===== config.mk =====
export PLATFORM = sky130hd
export DESIGN_NAME = traffic_light_ctrl
export DESIGN_NICKNAME = d
export VERILOG_FILES = /design/src/rtl/traffic_light_ctrl.sv
export SDC_FILE = /design/constraint.sdc
export NUM_CORES = 1
export LEC_CHECK = 0
export ABC_CLOCK_PERIOD_IN_PS = 2800
export BUFFER_PORTS_ARGS = -buffer_cell sky130_fd_sc_hd__buf_2
export CAP_MARGIN = 25
export CORE_ASPECT_RATIO = 0.75
export CORE_MARGIN = 3
export CORE_UTILIZATION = 40
export CTS_BUF_LIST = sky130_fd_sc_hd__clkbuf_8
export DETAILED_ROUTE_END_ITERATION = 10
export MAX_ROUTING_LAYER = met4
export PLACE_DENSITY = 0.56
export SETUP_SLACK_MARGIN = 0.4
export SLEW_MARGIN = 10
export SYNTH_ARGS = -nofsm -noshare
export SYNTH_HDL_FRONTEND = slang
export SYNTH_SLANG_ARGS = --single-unit

===== constraint.sdc =====
create_clock -name clk100MHz -period 2.8 [get_ports clk100MHz]
set_input_delay 0 -clock clk100MHz [delete_from_list [all_inputs] [get_ports clk100MHz]]
set_output_delay 0 -clock clk100MHz [all_outputs]
set_load 0.005 [all_outputs]

===== src/rtl/traffic_light_ctrl.sv =====
// traffic_light_ctrl: two-road traffic light FSM with latched pedestrian walk request,
// ticked by edge-detected divider output sampled in the clk100MHz domain.
module traffic_light_ctrl #(
   parameter int T_GREEN  = 5,
   parameter int T_YELLOW = 2,
   parameter int T_ALLRED = 1,
   parameter int T_WALK   = 4,
   parameter int CNT_W    = 4
) (
   input  logic       clk100MHz,
   input  logic       rst,
   input  logic       slow_clk,
   input  logic       enable,
   input  logic       ped_req,
   output logic [2:0] ns_light,
   output logic [2:0] ew_light,
   output logic       walk,
   output logic [2:0] state,
   output logic       ped_pending
);
   typedef enum logic [2:0] {
      NS_GREEN, NS_YELLOW, ALL_RED_1, EW_GREEN, EW_YELLOW, ALL_RED_2, PED_WALK
   } state_t;
   state_t cur, nxt;
   logic [CNT_W-1:0] cnt, nxt_cnt;
   logic [2:0] sl_sync, pr_sync;
   logic dir_ew, nxt_dir, tick, ped_edge, last, adv;
   int dur;
   assign tick     = sl_sync[1] & ~sl_sync[2];
   assign ped_edge = pr_sync[1] & ~pr_sync[2];
   assign state    = cur;
   assign dur  = (cur == NS_GREEN || cur == EW_GREEN) ? T_GREEN :
                 (cur == NS_YELLOW || cur == EW_YELLOW) ? T_YELLOW :
                 (cur == PED_WALK) ? T_WALK : T_ALLRED;
   assign last = cnt == CNT_W'(dur - 1);
   assign adv  = tick & enable;
   always_comb begin
      nxt     = cur;
      nxt_dir = dir_ew;
      nxt_cnt = adv ? (last ? '0 : cnt + 1'b1) : cnt;
      if (adv && last)
         case (cur)
            NS_GREEN:  nxt = NS_YELLOW;
            NS_YELLOW: nxt = ALL_RED_1;
            ALL_RED_1: begin
               nxt     = ped_pending ? PED_WALK : EW_GREEN;
               nxt_dir = ped_pending ? 1'b1 : dir_ew;
            end
            EW_GREEN:  nxt = EW_YELLOW;
            EW_YELLOW: nxt = ALL_RED_2;
            ALL_RED_2: begin
               nxt     = ped_pending ? PED_WALK : NS_GREEN;
               nxt_dir = ped_pending ? 1'b0 : dir_ew;
            end
            PED_WALK:  nxt = dir_ew ? EW_GREEN : NS_GREEN;
            default:   nxt = ALL_RED_2;
         endcase
      // Unused code 7 recovers to a safe all-red state regardless of ticks
      if (cur > PED_WALK) begin
         nxt     = ALL_RED_2;
         nxt_cnt = '0;
      end
   end
   always_ff @(posedge clk100MHz or negedge rst) begin
      if (!rst) begin
         sl_sync     <= '0;
         pr_sync     <= '0;
         cur         <= ALL_RED_2;
         cnt         <= '0;
         dir_ew      <= 1'b0;
         ped_pending <= 1'b0;
         ns_light    <= 3'b100;
         ew_light    <= 3'b100;
         walk        <= 1'b0;
      end else begin
         sl_sync     <= {sl_sync[1:0], slow_clk};
         pr_sync     <= {pr_sync[1:0], ped_req};
         cur         <= nxt;
         cnt         <= nxt_cnt;
         dir_ew      <= nxt_dir;
         ped_pending <= (nxt == PED_WALK && cur != PED_WALK) ? 1'b0 :
                        (ped_edge && cur != PED_WALK) ? 1'b1 : ped_pending;
         ns_light    <= nxt == NS_GREEN ? 3'b001 : nxt == NS_YELLOW ? 3'b010 : 3'b100;
         ew_light    <= nxt == EW_GREEN ? 3'b001 : nxt == EW_YELLOW ? 3'b010 : 3'b100;
         walk        <= nxt == PED_WALK;
      end
   end
endmodule


---- Word level (Yosys, flattened, before mapping) ----
Cells that the tools add are included.
cells by class
  $add $sub $neg .......................... 2
  order comparisons ....................... 1
  eq/ne operators ......................... 14
  multiplexer cells ....................... 21
  bitwise logic cells ..................... 5
  reduce and logical (&&, ||, !) cells .... 11
operators with widths
  operator             count
  $mux 3               11
  $pmux 3 s6           1
  $eq 3x3->1 const B   5
  $mux 4               3
  $eq 3x2->1 const B   3
  $eq 3x1->1 const B   2
  $logic_not 3->1      2
  $reduce_bool 2->1    3
  $add 4x1->4 const B  1
  $eq 4x4->1           1
  $mux 1               4
  $ne 2x2->1 const B   2
  $reduce_and 4->1     1
  $sub 3x1->4 const B  1
  $and 1x1->1          3
  $gt 3x3->1 const B   1
  $logic_and 1x1->1    3
  $ne 3x3->1 const B   1
  $logic_or 1x1->1     2
  $mux 2               1
  $not 1->1            2
  $pmux 1 s2           1
storage, ports and cells
  flip-flop bits (word level) ............. 22
  bits of input ports ..................... 5
  output and inout bits ................... 11
  logic and storage cells ................. 63

---- Longest topological paths before layout ----
Gate-level depths: netlist (run 1).
  depth after elaboration ................. 12
  mapped depth ............................ 9
  mapped depth without buffers ............ 6

---- Worst setup path before layout (run 1) ----
OpenSTA, ideal clock, no wires.
  kind .................................... flip-flop to flip-flop
  start ................................... register cur[2] (netlist: state[2])
  end ..................................... register ew_light[1]
  setup time .............................. 76 ps
  arrival time ............................ 2014 ps
  required time ........................... 2724 ps
  setup slack ............................. 709 ps
  stages on the path, launching flop included .. 9
  path buffers ............................ 2
  clock period less this slack ............ 2091 ps
  path through ............................ dfstp_2 -> clkbuf_1 -> nor3b_1 -> nor2_1 -> o311a_1 -> a21oi_2 -> buf_6 -> or4b_2 -> o21ai_1
between the ends
  word-level cells in the longest chain between the ends .. 12
  elaborated cells on any way between the ends .. 23
  those cells by class .................... 1 x add/sub; 1 x order compare; 9 x eq/ne; 8 x mux; 4 x reduce/logical
RTL lines
  what                                        line    text
  start: declaration                          24      state_t cur, nxt;
  start signal: assignment                    78      cur <= nxt;
  $eq 3x3->1 (tied with other cells)          34, 42
  $mux 3 or $logic_or 1x1->1 (tied branches)  34, 33
  $mux 3                                      33      (cur == NS_YELLOW || cur == EW_YELLOW) ? T_YELLOW :
  $mux 3                                      32      assign dur = (cur == NS_GREEN || cur == EW_GREEN) ? T_GREEN :
  $sub 3x1->4                                 35      assign last = cnt == CNT_W'(dur - 1);
  $eq 4x4->1                                  35
  $logic_and 1x1->1                           41      if (adv && last)
  $mux 3                                      41
  $mux 3 *                                    59      if (cur > PED_WALK) begin
  $eq 3x3->1                                  84      ew_light <= nxt == EW_GREEN ? 3'b001 : nxt == EW_YELLOW ? 3'b010 : 3'b100;
  $mux 3                                      84
  $mux 3 *                                    84
  end signal: assignment                      84
  end: declaration                            16      output logic [2:0] ew_light,
Every way passes the cells marked *; elsewhere a longest branch is shown, timed or not.
A chain may end at the register's enable or synchronous reset.

---- Worst setup path in the final report (run 1) ----
  start ................................... register cur[2] (netlist: state[2])
  end ..................................... register cur[1] (netlist: state[1])
between the ends
  word-level cells in the longest chain between the ends .. 9
  elaborated cells on any way between the ends .. 19
  those cells by class .................... 1 x add/sub; 1 x order compare; 7 x eq/ne; 6 x mux; 4 x reduce/logical
RTL lines
  what                                        line
  $eq 3x3->1 (tied with other cells)          34, 42
  $mux 3 or $logic_or 1x1->1 (tied branches)  34, 33
  $mux 3                                      33
  $mux 3                                      32
  $sub 3x1->4                                 35
  $eq 4x4->1                                  35
  $logic_and 1x1->1                           41
  $mux 3                                      41
  $mux 3 *                                    59
  via nxt[1]                                  24
The timed path passes the listed nets; every way through them passes the cells marked *.

==> results of run 1 <==
==> logic make-up (layout without fill, tap and decap cells) <==
group	Yosys count	count (layout)	synth area share (%)
AOI/OAI and AO/OA	31	31	19.25
DFF	22	22	47.74
muxes	2	2	1.720
buffers and inverters	11	34	5.590
adders and majority gates	1	1	1.075
xor gates and xnor gates	2	2	1.506
and+or+nand+nor	45	45	23.12
==> registers in the layout, indices dropped and copies added (netlist names) <==
| register | count |
|---|---|
| cnt | 4 |
| ew_light | 3 |
| ns_light | 3 |
| pr_sync | 3 |
| sl_sync | 3 |
| state | 3 |
| dir_ew | 1 |
| ped_pending | 1 |
| walk | 1 |
==> critical path, stage by stage (launching register included) <==
cell	delay (ps)
dfstp_2	600
buf_4	160
or4b_1	430
o311a_1	160
a21oi_2	240
mux2i_1	220
or3b_1	360
==> cell type report <==
type / instances / area, µm² / share of cell area (%)
Clock buffer: 3 / 41.29 / 2.949
Clock inverter: 1 / 30.03 / 2.145
Timing Repair Buffer: 27 / 173.9 / 12.42
Sequential cell: 22 / 555.5 / 39.68
Multi-Input combinational cell: 81 / 543.0 / 38.78
Tap cell: 36 / 45.04 / 3.217
Inverter: 3 / 11.26 / 0.8043
==> cell usage in the layout, fill, tap and decap left out, drive strengths merged, types with 3 or more instances in the layout <==
cell and n:
dlygate4sd3 3, inv 3, o21ai 5, buf 23, nand3 3, dfrtp 18
nor2b 5, nand2b 4, nand2 11, a21oi 7, nor2 5, clkbuf 4
dfstp 4
==> power groups by stage <==
stage | logic (mW) | registers [mW] | clock network, mW
3_3_place_gp | 0.572 | 0.513 | 0
2_1_floorplan | 0.459 | 0.470 | 0
4_1_cts | 0.577 | 0.515 | 0.303
3_5_place_dp | 0.567 | 0.518 | 0
6_report | 0.639 | 0.501 | 0.299
5_1_grt | 0.716 | 0.512 | 0.318
==> final timing paths <==
check                           slack (ps)  startpoint    endpoint  depth (start not counted)
worst min register to register         350  sl_sync[0]  sl_sync[1]                          0
max in group asynchronous             2200         rst    state[0]                          2
worst max register to register         510    state[2]    state[1]                          6
worst min-delay path                   230      enable    state[0]                          4
worst max-delay path                   510    state[2]    state[1]                          6
min in group asynchronous              240         rst  pr_sync[1]                          2
==> cells in the mapped netlist (all sizes together) (2+ instances only) <==
library cell   n  area [µm²]
nand3          3       15.01
nand2         11       41.29
nor2b          5       38.78
o21ai          5       25.02
buf            4       38.78
dfrtp         18       450.4
nor3           2       15.01
a21oi          7       42.54
or4b           2       20.02
nand3b         2       15.01
nand4b         2       17.52
clkbuf         4       15.01
inv            3       11.26
a21o           2       15.01
o211ai         2       15.01
nand4          2       12.51
nor2           5       18.77
nor3b          2       15.01
mux2i          2       20.02
nand2b         4       25.02
dfstp          4       105.1
==> layer usage <==
metal / part of all wire, % / track usage (%) / vias to the layer above
met5: 0 / - / -
met4: 0.75 / 3.960 / 0
met3: 3.9 / 5.150 / 2
met2: 44 / 23.52 / 18
met1: 51 / 22.64 / 437
li1: - / - / 464
==> timing repair <==
item                                   CTS  global route
setup endpoints to repair                0             7
resized for setup                        0             1
buffers inserted                         0             5
hold buffers                             3             0
endpoints found under the hold margin   20             0
==> metrics by stage <==
step,power [mW],cells,area (µm²)
global placement,1.085,161,1260
detailed placement,1.085,161,1260
global route,1.546,173,1400
finish,1.439,173,1400
floorplan,0.9286,114,1164
CTS,1.396,168,1361
==> run metrics, run 1 <==
Max FO, Critical Path 7; CTS max path bufs 2; CTS Root Cell clkbuf_8; count of final hold-check violations 0; IO Pins 16; Routed WL per cell 14.56 µm; FF+latch count, synth 22; chip width 68.28 µm; Post-Syn Area 0.001164 mm²; Setup WS post-layout between 500 and 600 ps; CP Capture Type flop; Least-Margin Pin Slew 517.5 ps; Clock power frac 20.8%; Initial Util 43.38%; area of the core 0.002683 mm²; Die Y around 53 µm; Pleak 0.6169 nW; routability cong. 0.8465; final core utilization 52.19%; post-DP HPWL 1684 µm; total number of vias between 900 and 1000; Cell Int Power around 900 µW; Total Neg Setup Slack 0 ps; share of power burned in registers 34.8%; count of cell types in the netlist 50; Pwr per Cell Area 1028 mW/mm²; main flop type after synthesis dfrtp_1; smallest hold slack approximately 230 ps; share of cells above drive strength 1 27.74%; Syn Area/Cell 10.21 µm²; standard-cell rows 16; CTS sink cnt 22; kind of critical path reg2reg; fmax between 400 and 500 MHz; number of setup violations in the final report 0; DR iter-0 viols a little over 60; class of the tightest hold or removal check in2reg; largest net degree at the start of global routing 23; Final min period between 2000 and 2500 ps; Worst EP required 2950 ps; nets 144; Synth Instances 114; Arr. time, crit path 2440 ps; CTS tree yes; Slew HR 65.50%; vias in the first global route 874; Via density 5.324; first-pass GRT wire length 4222 µm; Total GRT Usage between 10% and 20%; sequential area share after synthesis between 40 and 50%; Clk Latency, worst-skew pair 260 ps; ant diodes 0; area grow syn2layout 20.32%; Synth async-reset ratio between 90% and 100%; max-slew violations 0; YS warnings 0; drt first pass iters 4; CTS H-tree lvls 1; IO buf count 15; antenna violations before repair 0; Die ar. 0.003599 mm²; status finished clean; pre-CTS worst setup slack 515.5 ps; number of remaining DRC errors 0; fin crit share 81.68%; CP Launch Type flop; cts bufs inserted 3; clock-pin transition on the worst setup and hold timing paths 80 ps; antenna viol nets, final 0; grt total ovfl 0; Synthesized Nets 120; highest ir drop seen on vdd 0.4654 mV; Fill cells 249; combinational power share 44.4%; Sw Pwr 532.0 µW; final WL 2519 µm; EDFF count, synth 0; max-cap violation count 0; Net Sw Frac between 30 and 40%; RSZ-0062 raised after global routing no; Clock Skew 1.931 ps
Power figures use the tool's default switching activity.
==> run 2, diff against run 1 <==
- ABC_CLOCK_PERIOD_IN_PS: 2800 -> 2100
- PLACE_DENSITY: 0.56 -> 0.58
- clock period: 2.8 -> 2.1 ns (I/O delays scaled with it)
==> run metrics, run 2 (synthesis results as in run 1) <==
CTS H-tree lvls 1; number of setup violations in the final report 8; DR iter-0 viols 50; area grow syn2layout 44.52%; antenna violations before repair 0; DP Cell Count between 150 and 200; commonest non-fill, non-tap cell in the layout buf_4; crit-path max cell delay 610 ps; final core utilization around 63%; area of the core 0.002683 mm²; count of final hold-check violations 0; Die ar. 0.003599 mm²; chip width 68.28 µm; Largest register FFs 4; Worst path slowest cell dfstp_2; max-cap violation count 0; CP Launch Type flop; reg2reg path depth 6; post-DP HPWL 1844 µm; class of the tightest hold or removal check in2async; Largest Register cnt; CTS Root Cell clkbuf_8; failing checks negative setup slack; Total Neg Setup Slack -291.1 ps; clock-pin transition on the worst setup and hold timing paths about 80 ps; vias in the first global route 945; Arr. time, crit path 2330 ps; CTS tree yes; Total Power ~2.2 mW; Worst EP required between 2000 and 2500 ps; kind of critical path reg2reg; Via density 5.422; number of remaining DRC errors 0; routability cong. roughly 0.83; largest net degree at the start of global routing 23; fmax 456.4 MHz; first-pass GRT wire length 4754 µm; Routed WL per cell between 15 and 20 µm; CP Cell Sequence nor2b_4 > or3_4 > a211o_1 > a21oi_4 > mux2i_1 > or3b_1; Initial Util 43.38%; share of cells above drive strength 1 46.79%; CTS sink cnt 22; antenna viol nets, final 0; CTS max path bufs 2; final WL 2960 µm; Final min period roughly 2200 ps; standard-cell rows 16; Die Y 52.71 µm; Pleak 0.7648 nW; Post-DP Area 0.001385 mm²; Slew HR 61.56%; Clk Latency, worst-skew pair 260 ps; Pwr per Cell Area 1320 mW/mm²; Setup WS post-layout -91.11 ps; Least-Margin Pin Slew 571.4 ps; pre-CTS worst setup slack -72.40 ps; RSZ-0062 raised after global routing yes; Max FO, Critical Path 4; nets 163; smallest hold slack 221.5 ps; IO buf count 15; status complete, but fails checks; Total GRT Usage between 10% and 20%; fin crit share 104.3%; critical path depth 6; CP Capture Type flop; total number of vias about 1000; Top delay family on crit path simple AND/OR/NAND/NOR gates; IO Pins 16; grt total ovfl 0; most frequent cells in the layout buf_4, dfrtp_1, buf_2, nand2_1, buf_6; highest ir drop seen on vdd 0.7225 mV; design area 0.001682 mm²; cts bufs inserted 3; post-route insts no fill 192; Clock Skew 4.906 ps; drt first pass iters 4; ant diodes 0; WP buf/inv 0; max-slew violations 0
## run 2: final cells by class
| type | instances | area, µm² |
|---|---|---|
| Clock buffer | 4 | 55.05 |
| Timing Repair Buffer | 46 | 350.3 |
| Sequential cell | 22 | 556.8 |
| Fill cell | 208 | 1001 |
| Inverter | 3 | 11.26 |
| Multi-Input combinational cell | 81 | 663.1 |
| Tap cell | 36 | 45.04 |
## run 2: where the power goes
group	internal, mW	switching [mW]	leakage [nW]
Sequential	0.543	0.0976	0.261
Clock	0.167	0.127	0.0288
Combinational	0.663	0.622	0.475
## run 2: repair_timing
| item | in CTS | in global routing |
|---|---|---|
| hold endpoints to repair | 20 | 0 |
| hold buffers | 3 | 0 |
| gates resized for setup | 14 | 15 |
| buffers inserted | 5 | 5 |
| setup endpoints to repair | 16 | 16 |
| pin swaps | 2 | 6 |
## run 2: layer usage
metal / up-vias / part of all wire, % / track usage [%] / wire, µm
met1: 505 / 48 / 26.50 / 1429
met4: 0 / 1.2 / 1.980 / 36
met5: - / 0 / - / 0
met3: 4 / 4.8 / 3.863 / 141
li1: 499 / - / - / -
met2: 33 / 46 / 27.68 / 1352
## run 2: worst paths after layout
check                            from          end  slack, ps
min                               rst  ns_light[0]        220
max in group asynchronous         rst     state[0]       1520
max                          state[0]     state[1]        -90
min reg2reg                pr_sync[0]   pr_sync[1]        360
max reg2reg                  state[0]     state[1]        -90
min in group clk100MHz         enable     state[0]        250
